<file path="config.mk">
export PLATFORM = sky130hd
export DESIGN_NAME = id_stage_ctrl
export DESIGN_NICKNAME = d
export VERILOG_FILES = /design/src/rtl/riscv_pkg.sv /design/src/rtl/ctrl_decode.sv /design/src/rtl/id_stage_ctrl.sv
export SDC_FILE = /design/constraint.sdc
export NUM_CORES = 1
export LEC_CHECK = 0
export BUFFER_PORTS_ARGS = -buffer_cell sky130_fd_sc_hd__buf_2
export CAP_MARGIN = 20
export CORE_MARGIN = 5
export CORE_UTILIZATION = 43
export CTS_CLUSTER_SIZE = 24
export DETAILED_ROUTE_END_ITERATION = 8
export GPL_TIMING_DRIVEN = 0
export HOLD_SLACK_MARGIN = 0.05
export PLACE_DENSITY = 0.79
export SLEW_MARGIN = 20
export SYNTH_ARGS = -nofsm -noshare
export SYNTH_HDL_FRONTEND = slang
export SYNTH_HIERARCHICAL = 1
export SYNTH_SLANG_ARGS = --single-unit
</file>
<file path="constraint.sdc">
create_clock -name clk -period 3.03 [get_ports clk]
set_input_delay 0.606 -clock clk [delete_from_list [all_inputs] [get_ports clk]]
set_output_delay 0.606 -clock clk [all_outputs]
set_load 0.02 [all_outputs]
</file>
<file path="src/rtl/riscv_pkg.sv">
// Shared opcodes, immediate/writeback codes, decode-stage FSM states and the ID/EX control bundle.
package riscv_pkg;

  localparam int unsigned OPC_W       = 7;
  localparam int unsigned REG_W       = 5;
  localparam int unsigned IMM_SEL_W   = 3;
  localparam int unsigned WB_SEL_W    = 2;
  localparam int unsigned FLUSH_CNT_W = 2;

  localparam logic [OPC_W-1:0] OPC_LOAD   = 7'b0000011;
  localparam logic [OPC_W-1:0] OPC_OP_IMM = 7'b0010011;
  localparam logic [OPC_W-1:0] OPC_AUIPC  = 7'b0010111;
  localparam logic [OPC_W-1:0] OPC_STORE  = 7'b0100011;
  localparam logic [OPC_W-1:0] OPC_OP     = 7'b0110011;
  localparam logic [OPC_W-1:0] OPC_LUI    = 7'b0110111;
  localparam logic [OPC_W-1:0] OPC_BRANCH = 7'b1100011;
  localparam logic [OPC_W-1:0] OPC_JALR   = 7'b1100111;
  localparam logic [OPC_W-1:0] OPC_JAL    = 7'b1101111;

  localparam logic [IMM_SEL_W-1:0] IMM_NONE = 3'b000;
  localparam logic [IMM_SEL_W-1:0] IMM_I    = 3'b001;
  localparam logic [IMM_SEL_W-1:0] IMM_S    = 3'b010;
  localparam logic [IMM_SEL_W-1:0] IMM_B    = 3'b011;
  localparam logic [IMM_SEL_W-1:0] IMM_J    = 3'b100;

  localparam logic [WB_SEL_W-1:0] WB_ALU = 2'b00;
  localparam logic [WB_SEL_W-1:0] WB_MEM = 2'b01;
  localparam logic [WB_SEL_W-1:0] WB_PC4 = 2'b10;

  typedef enum logic [1:0] {
    ST_RUN   = 2'd0,
    ST_STALL = 2'd1,
    ST_FLUSH = 2'd2
  } id_state_e;

  typedef struct packed {
    logic                reg_write;
    logic                mem_read;
    logic                mem_write;
    logic                branch;
    logic                jal;
    logic                alu_src;
    logic [WB_SEL_W-1:0] wb_sel;
  } ex_ctrl_t;

  localparam ex_ctrl_t EX_BUBBLE = '0;

endpackage

</file>
<file path="src/rtl/ctrl_decode.sv">
// Opcode decoder: immediate format, EX control bundle, source-register usage and illegal flag.
module ctrl_decode
  import riscv_pkg::*;
(
  input  logic [OPC_W-1:0]     opcode,
  output logic [IMM_SEL_W-1:0] imm_sel,
  output ex_ctrl_t             ctrl,
  output logic                 uses_rs1,
  output logic                 uses_rs2,
  output logic                 illegal
);

  // Per-opcode control table; unknown opcodes yield a bubble and no register usage.
  always_comb begin
    imm_sel  = IMM_NONE;
    ctrl     = EX_BUBBLE;
    uses_rs1 = 1'b0;
    uses_rs2 = 1'b0;
    illegal  = 1'b0;
    unique case (opcode)
      OPC_LOAD: begin
        imm_sel        = IMM_I;
        ctrl.reg_write = 1'b1;
        ctrl.mem_read  = 1'b1;
        ctrl.alu_src   = 1'b1;
        ctrl.wb_sel    = WB_MEM;
        uses_rs1       = 1'b1;
      end
      OPC_OP_IMM: begin
        imm_sel        = IMM_I;
        ctrl.reg_write = 1'b1;
        ctrl.alu_src   = 1'b1;
        uses_rs1       = 1'b1;
      end
      OPC_JALR: begin
        imm_sel        = IMM_I;
        ctrl.reg_write = 1'b1;
        ctrl.alu_src   = 1'b1;
        ctrl.wb_sel    = WB_PC4;
        uses_rs1       = 1'b1;
      end
      OPC_STORE: begin
        imm_sel        = IMM_S;
        ctrl.mem_write = 1'b1;
        ctrl.alu_src   = 1'b1;
        uses_rs1       = 1'b1;
        uses_rs2       = 1'b1;
      end
      OPC_BRANCH: begin
        imm_sel     = IMM_B;
        ctrl.branch = 1'b1;
        uses_rs1    = 1'b1;
        uses_rs2    = 1'b1;
      end
      OPC_JAL: begin
        imm_sel        = IMM_J;
        ctrl.reg_write = 1'b1;
        ctrl.jal       = 1'b1;
        ctrl.wb_sel    = WB_PC4;
      end
      OPC_OP: begin
        ctrl.reg_write = 1'b1;
        uses_rs1       = 1'b1;
        uses_rs2       = 1'b1;
      end
      OPC_LUI, OPC_AUIPC: begin
        ctrl.reg_write = 1'b1;
        ctrl.alu_src   = 1'b1;
      end
      default: illegal = 1'b1;
    endcase
  end

endmodule

</file>
<file path="src/rtl/id_stage_ctrl.sv">
// Decode-stage sequencer: load-use stall, redirect flush, ID/EX control register, illegal-opcode pulse.
module id_stage_ctrl
  import riscv_pkg::*;
#(
  parameter int unsigned FLUSH_CYCLES = 1,
  parameter int unsigned XLEN         = 32
) (
  input  logic                 clk,
  input  logic                 rst_n,
  input  logic [XLEN-1:0]      if_id_ins,
  input  logic                 if_id_valid,
  input  logic                 id_ex_mem_read,
  input  logic [REG_W-1:0]     id_ex_rd,
  input  logic                 ex_redirect,
  output logic [IMM_SEL_W-1:0] imm_sel,
  output logic                 pc_write,
  output logic                 if_id_write,
  output logic                 if_id_flush,
  output logic                 ex_reg_write,
  output logic                 ex_mem_read,
  output logic                 ex_mem_write,
  output logic                 ex_branch,
  output logic                 ex_jal,
  output logic                 ex_alu_src,
  output logic [WB_SEL_W-1:0]  ex_wb_sel,
  output logic                 illegal_ins
);

  localparam logic [FLUSH_CNT_W-1:0] FLUSH_LOAD = FLUSH_CNT_W'(FLUSH_CYCLES);

  id_state_e               state_q, state_d;
  logic [FLUSH_CNT_W-1:0]  cnt_q, cnt_d;
  ex_ctrl_t                ctrl_q, ctrl_d;
  logic                    illegal_q, illegal_d;

  logic [IMM_SEL_W-1:0]    dec_imm_sel;
  ex_ctrl_t                dec_ctrl;
  logic                    dec_uses_rs1;
  logic                    dec_uses_rs2;
  logic                    dec_illegal;
  logic [REG_W-1:0]        rs1;
  logic [REG_W-1:0]        rs2;
  logic                    hazard_c;
  logic                    pc_write_c;
  logic                    if_id_write_c;
  logic                    if_id_flush_c;
  logic                    unused_ins;

  assign rs1        = if_id_ins[19:15];
  assign rs2        = if_id_ins[24:20];
  assign unused_ins = ^{if_id_ins[XLEN-1:25], if_id_ins[14:7]};

  ctrl_decode u_decode (
    .opcode   (if_id_ins[6:0]),
    .imm_sel  (dec_imm_sel),
    .ctrl     (dec_ctrl),
    .uses_rs1 (dec_uses_rs1),
    .uses_rs2 (dec_uses_rs2),
    .illegal  (dec_illegal)
  );

  // Immediate format goes straight to imm_gen; silent when IF/ID is empty.
  assign imm_sel = if_id_valid ? dec_imm_sel : IMM_NONE;

  // Load-use hazard against the load currently in EX.
  assign hazard_c = id_ex_mem_read && (id_ex_rd != '0) && if_id_valid &&
                    ((dec_uses_rs1 && (id_ex_rd == rs1)) ||
                     (dec_uses_rs2 && (id_ex_rd == rs2)));

  // Next state, flush counter and ID/EX payload; the STALL state blocks a second back-to-back stall.
  always_comb begin
    state_d       = state_q;
    cnt_d         = cnt_q;
    ctrl_d        = EX_BUBBLE;
    illegal_d     = 1'b0;
    pc_write_c    = 1'b1;
    if_id_write_c = 1'b1;
    if_id_flush_c = 1'b0;
    if (ex_redirect) begin
      if_id_flush_c = 1'b1;
      state_d       = ST_FLUSH;
      cnt_d         = FLUSH_LOAD;
    end else begin
      unique case (state_q)
        ST_RUN, ST_STALL: begin
          if (hazard_c && (state_q == ST_RUN)) begin
            pc_write_c    = 1'b0;
            if_id_write_c = 1'b0;
            state_d       = ST_STALL;
          end else begin
            state_d = ST_RUN;
            if (if_id_valid) begin
              if (dec_illegal) illegal_d = 1'b1;
              else             ctrl_d    = dec_ctrl;
            end
          end
        end
        ST_FLUSH: begin
          if (cnt_q <= FLUSH_CNT_W'(1)) begin
            state_d = ST_RUN;
            cnt_d   = '0;
          end else begin
            cnt_d = cnt_q - FLUSH_CNT_W'(1);
          end
        end
        default: state_d = ST_RUN;
      endcase
    end
  end

  // Pipeline enables stay open and the flush stays quiet while reset is held.
  assign pc_write    = pc_write_c | ~rst_n;
  assign if_id_write = if_id_write_c | ~rst_n;
  assign if_id_flush = if_id_flush_c & rst_n;

  // State, flush counter, ID/EX control and illegal-pulse flops.
  always_ff @(posedge clk or negedge rst_n) begin
    if (!rst_n) begin
      state_q   <= ST_RUN;
      cnt_q     <= '0;
      ctrl_q    <= EX_BUBBLE;
      illegal_q <= 1'b0;
    end else begin
      state_q   <= state_d;
      cnt_q     <= cnt_d;
      ctrl_q    <= ctrl_d;
      illegal_q <= illegal_d;
    end
  end

  assign ex_reg_write = ctrl_q.reg_write;
  assign ex_mem_read  = ctrl_q.mem_read;
  assign ex_mem_write = ctrl_q.mem_write;
  assign ex_branch    = ctrl_q.branch;
  assign ex_jal       = ctrl_q.jal;
  assign ex_alu_src   = ctrl_q.alu_src;
  assign ex_wb_sel    = ctrl_q.wb_sel;
  assign illegal_ins  = illegal_q;

endmodule

</file>
==> flow_summary.json, run 1 <==
{
  "p_int_w": 0.0002623,
  "report.final.slew_viol_count": 0,
  "utilization_pct": 58.59,
  "drt-vias-per-instance": 5.034,
  "synth_edf_count": 0,
  "synthCells": 100,
  "drv_cap": 0,
  "synthArstFlopShare_pct": 100.0,
  "crit_path_start": "if_id_ins[1]",
  "synth_area_um2": 964.7,
  "startpoint_type": "input pin",
  "dp_hpwl_mm": 1.791,
  "synth_top_cell_by_area": "dfrtp_1",
  "critPathArrivalTime_ns": 2.29,
  "syn_avg_cell_area_um2": 9.647,
  "final.period_utilization_pct": 95.47,
  "max-slew-margin-rel_pct": 49.70,
  "synth.top_cell.area_share_pct": 33.72,
  "p_switching_w": 0.00009846,
  "wl_mm": 2.224,
  "nets": 193,
  "combPwrFrac_pct": 22.1,
  "status": "finished, final reports clean",
  "rows": 17,
  "vias": 896,
  "grt_pass1_wl_mm": 3.622,
  "pwr_density_cell_nw_per_um2": 283.8,
  "ys_seq_area_share_pct": 33.72,
  "htreeDepth": 1,
  "cts-root-buf": "clkbuf_4",
  "swShare_pct": 27.29,
  "syn_to_final_growth_pct": 31.78,
  "drc_errors": 0,
  "fmax_mhz": 345.7,
  "p_leak_nw": 0.5950,
  "ys_seq_elements": 13,
  "reg2reg_to": "ex_jal",
  "synth_cell_types": 35,
  "hold_violations": 0,
  "io_buffers": 41,
  "hold_class": "in2async",
  "reg2reg_slack_ns": 1.70,
  "cts_buffer_depth": 2,
  "yosys_most_used_dff": "dfrtp_1",
  "grt_usage_pct": 13.81,
  "skew_ns": 0.004154,
  "fill_cells": 211,
  "die_w_um": 57.37,
  "die_h_um": 57.37,
  "antenna_found_initial": 0,
  "timing.rr.start": "state_q[1]",
  "post-place-ws_ns": -0.01696,
  "worst-setup-path-type": "in2out",
  "grt_pass1_vias": 831,
  "cp_max_fo": 6,
  "synth_nets": 142,
  "required_ns": 2.42,
  "drt_pass1_iterations": 4,
  "reg2reg_depth": 4,
  "clk_pin_slew_ns": 0.08,
  "final_layout_size_suffix_gt1_share_pct": 47.33,
  "initial_core_util_pct": 44.46,
  "layout.cells.non_filler": 178,
  "clk-insertion-delay-late_ns": 0.27,
  "drtIter0Drc": 6,
  "setup_tns_ns": 0,
  "pwr-share-seq_pct": 48.9,
  "worst_slew_pin_slew_ns": 0.7466,
  "cts_tree": "built",
  "place_inst": 169,
  "io_pins": 57,
  "timing.hold.ws_ns": 0.2141,
  "clock-sinks": 13,
  "ir_drop_mv": 0.2103,
  "rsz0062_at_grt": "no",
  "antenna_cells": 0,
  "postRouteAntennaNets": 0,
  "timing.final.ws_setup_ns": 0.1371,
  "setup_violations": 0,
  "grt_overflow": 0,
  "cp-endpoint": "pc_write",
  "clkPwrFrac_pct": 29.0,
  "design.die.area_um2": 3291,
  "grt_max_degree": 16,
  "ys_warn_count": 6,
  "fp.coreArea_um2": 2170,
  "finalCriticalPeriod_ns": 2.893,
  "place.gp.congestion": 0.8248,
  "end_kind": "primary output",
  "wl_per_cell_um": 12.49,
  "numCtsBuffers": 3,
  "ys_top_cells_by_area": "dfrtp_1, xnor2_1, a21oi_2, nand3b_1, and2_1"
}
==> placed cells by master, fill, tap and decap left out, types with 2 or more instances in the layout <==
cell type,instances
buf_2,42
dfrtp_1,13
xnor2_1,10
a21oi_2,9
buf_4,8
nand3b_1,7
and2_1,7
nand2_1,6
nor2_1,5
a21oi_1,5
nor3_1,4
inv_1,3
clkbuf_4,3
o21ai_0,3
nand4_1,2
nand2b_1,2
==> cell families (layout without fill, tap and decap cells) <==
group | count (synthesis) | in the layout | share of synthesized area (%)
flip-flops | 13 | 13 | 33.72
buffers and inverters | 8 | 58 | 4.928
AO/OA/AOI/OAI | 23 | 23 | 18.94
AND/OR/NAND/NOR | 46 | 46 | 33.33
XOR/XNOR | 10 | 10 | 9.079
==> power groups by stage <==
stage | Sequential [W] | Combinational, W | Clock, W
2_1_floorplan | 0.000181 | 0.0000408 | 0
3_3_place_gp | 0.000180 | 0.0000773 | 0
3_5_place_dp | 0.000180 | 0.0000799 | 0
4_1_cts | 0.000177 | 0.0000803 | 0.000108
5_1_grt | 0.000177 | 0.0000886 | 0.000117
6_report | 0.000177 | 0.0000797 | 0.000105
==> layer usage <==
metal  GRT usage, %  wire length [um]  vias up
li1               -                 -      454
met3          3.846               161        2
met5              0                 0        -
met1          14.36               846      404
met4          3.974                22        0
met2          26.45              1194       36
==> flip-flops by register name, indices dropped and copies added, names as in the netlist <==
signal,cells
cnt_q,2
ex_wb_sel,2
state_q,2
ex_alu_src,1
ex_branch,1
ex_jal,1
ex_mem_read,1
ex_mem_write,1
ex_reg_write,1
illegal_ins,1
==> how the worst min path moves through the flow <==
stage                        end  slack (ns)
finish              ex_reg_write        0.21
global route        ex_reg_write        0.24
CTS                  illegal_ins        0.22
detailed placement   illegal_ins        0.51
global placement        cnt_q[0]        0.49
floorplan               cnt_q[0]        0.31
==> layout make-up <==
| class | count | area, um^2 | share of cell area, % |
|---|---|---|---|
| buffer | 5 | 38.79 | 3.051 |
| clock buffer | 4 | 26.28 | 2.067 |
| inverter | 3 | 11.26 | 0.8858 |
| multi-input combinational | 79 | 591.8 | 46.56 |
| sequential | 13 | 325.3 | 25.59 |
| tap | 28 | 35.03 | 2.756 |
| timing repair buffer | 46 | 242.7 | 19.09 |
==> critical path: stages <==
cell	delay (ns)
buf_2	0.07
nand2_1	0.14
or2_4	0.30
a2111oi_4	0.31
nand2_1	0.08
o22ai_1	0.18
buf_4	0.18
nand4b_1	0.12
buf_4	0.16
buf_2	0.15
==> stage by stage <==
step / cell area (um^2) / total power, W
final: 1271 / 0.0003608
after global routing: 1271 / 0.0003828
after global placement: 1205 / 0.0002572
after floorplan: 964.7 / 0.0002215
after detailed placement: 1205 / 0.0002600
after CTS: 1234 / 0.0003646
==> synthesized netlist by cell type (2+ instances only) <==
cell type   n
nand3b_1    7
inv_1       3
dfrtp_1    13
nand4_1     2
nand2_1     6
nand2b_1    2
a21oi_1     5
buf_4       2
buf_2       2
nor3_1      4
xnor2_1    10
a21oi_2     9
o21ai_0     3
and2_1      7
nor2_1      5
==> what timing repair did <==
action | in CTS | in global routing
resized for setup | 1 | 0
setup endpoints to repair | 1 | 1
hold buffers | 0 | 0
buffers inserted | 0 | 5
No activity file was read; power rests on OpenSTA's default activity.
==> run 2, diff against run 1 <==
- REMOVE_ABC_BUFFERS: unset -> 1
==> run 2 against run 1 <==
Compared with the run above: global-route usage rose by 0.54 points; critical endpoint unchanged; cell count fell by 5.1%; sequential cell count did not move; final area fell by 3.6%; first-iteration DRC count rose by 83%.
==> flow_summary.json, run 2 (synthesis results as in run 1) <==
{
  "htreeDepth": 1,
  "fill_cells": 203,
  "initial_core_util_pct": 44.46,
  "antenna_cells": 0,
  "io_pins": 57,
  "crit_buf_inv": 2,
  "drt_pass1_iterations": 4,
  "wl_mm": 2.127,
  "hold_class": "in2async",
  "p_leak_nw": 0.5527,
  "cts_buffer_depth": 2,
  "max_stage_delay_ns": 0.32,
  "report.final.slew_viol_count": 0,
  "drv_cap": 0,
  "reg2reg_depth": 3,
  "syn_to_final_growth_pct": 26.98,
  "pwr_density_cell_nw_per_um2": 295.5,
  "final_cell_mix": "buf_2, dfrtp_1, xnor2_1, a21oi_2",
  "clk-insertion-delay-late_ns": 0.27,
  "die_w_um": 57.37,
  "worst_slew_pin_slew_ns": 0.8129,
  "grt_pass1_vias": 902,
  "timing.final.ws_setup_ns": 0.2870,
  "post-place-ws_ns": -0.4397,
  "critPathArrivalTime_ns": 2.14,
  "timing.rr.start": "state_q[1]",
  "max-slew-margin-rel_pct": 45.58,
  "grt_max_degree": 16,
  "cp_cell_sequence": "buf_2, nand2_1, or2_4, a2111oi_4, nand2_1, o22ai_4, nand4b_1, buf_2",
  "critPathSlowestCell": "a2111oi_4",
  "crit_path_start": "if_id_ins[1]",
  "clock-sinks": 13,
  "design.die.area_um2": 3291,
  "final_layout_size_suffix_gt1_share_pct": 44.68,
  "hold_violations": 0,
  "cp_max_fo": 5,
  "wl_met3_um": 189,
  "dp_hpwl_mm": 1.729,
  "io_buffers": 41,
  "grt_usage_pct": 14.35,
  "fmax_mhz": 364.6,
  "end_kind": "primary output",
  "wl_met2_mm": 1.054,
  "vias": 875,
  "finalCriticalPeriod_ns": 2.743,
  "startpoint_type": "input pin",
  "grt_overflow": 0,
  "drt-vias-per-instance": 5.178,
  "die_h_um": 57.37,
  "wl_per_cell_um": 12.59,
  "drc_errors": 0,
  "status": "finished, final reports clean",
  "path_delay_family": "simple AND/OR/NAND/NOR gates",
  "rsz0062_at_grt": "no",
  "cts.hold.buffers_added": 0,
  "fp.coreArea_um2": 2170,
  "required_ns": 2.42,
  "nets": 184,
  "final.period_utilization_pct": 90.53,
  "cp.depth": 8,
  "numCtsBuffers": 3,
  "reg2reg_to": "state_q[0]",
  "skew_ns": 0.003982,
  "setup_tns_ns": 0,
  "final_common_cell": "buf_2",
  "rows": 17,
  "reg2reg_slack_ns": 1.41,
  "cts_tree": "built",
  "worst-setup-path-type": "in2out",
  "grt_pass1_wl_mm": 3.719,
  "antenna_found_initial": 0,
  "setup_violations": 0,
  "place.gp.congestion": 0.8173,
  "cp-endpoint": "pc_write",
  "postRouteAntennaNets": 0,
  "clk_pin_slew_ns": 0.08,
  "drt-met1-wl_um": 828,
  "maxUsedRoutingLayer": "met4",
  "cts-root-buf": "clkbuf_4",
  "ir_drop_mv": 0.2120,
  "drtIter0Drc": 11
}
-- run 2: cell count changes in the layout (fill, tap and decap cells not counted) --
cell,change
buf_2,-1
buf_4,-7
buf_6,-1
nor4b_2,-1
nor4b_4,+1
o22ai_1,-1
o22ai_4,+1
-- run 2: area by class of cell --
cell class / count / area, um^2 / share of cell area (%)
Clock buffer: 4 / 26.28 / 2.145
Inverter: 3 / 11.26 / 0.9193
Multi-Input combinational cell: 79 / 614.3 / 50.15
Sequential cell: 13 / 325.3 / 26.56
Tap cell: 28 / 35.03 / 2.860
Timing Repair Buffer: 42 / 212.7 / 17.36
-- run 2: timing repair --
| item | CTS | global route |
|---|---|---|
| buffers inserted | 0 | 1 |
| pin swaps | 0 | 1 |
| endpoints found under the setup margin | 2 | 2 |
| gates resized for setup | 2 | 0 |
-- run 2: worst min path at each step --
stage / end / cells past startpoint
finish: state_q[1] / 1
global route: ex_mem_read / 1
CTS: ex_reg_write / 1
detailed placement: cnt_q[1] / 1
global placement: cnt_q[1] / 1
floorplan: cnt_q[0] / 0
-- run 2: through the flow --
step	utilization (%)	cells	total power (W)	instance area (um^2)	hold slack (ns)
6_report	56.46	169	0.0003619	1225	0.2061
2_1_floorplan	-	95	0.0002179	928.4	0.3104
3_5_place_dp	54.27	164	0.0002595	1177	0.5103
5_1_grt	56.46	169	0.0003848	1225	0.2257
3_3_place_gp	53.86	164	0.0002555	1169	0.4950
4_1_cts	56.11	168	0.0003671	1217	0.2091
-- run 2: where the power goes --
part           internal (W)  leakage, nW  switching, W
Combinational     0.0000350        0.362     0.0000447
Clock             0.0000510       0.0150     0.0000545
Sequential         0.000175        0.176    0.00000117
Total              0.000262        0.553      0.000100
-- run 2: metal layers --
| metal | vias to the layer above | global-route usage, % |
|---|---|---|
| li1 | 433 | - |
| met1 | 398 | 16.25 |
| met2 | 38 | 25.00 |
| met3 | 6 | 3.167 |
| met4 | 0 | 7.285 |
| met5 | - | 0 |
-- run 2: worst register-to-register path, cell delays in order (launching register included) --
cell and delay (ns):
dfrtp_1 0.38, nand2b_1 0.19, nor4b_4 0.71, and3b_2 0.28
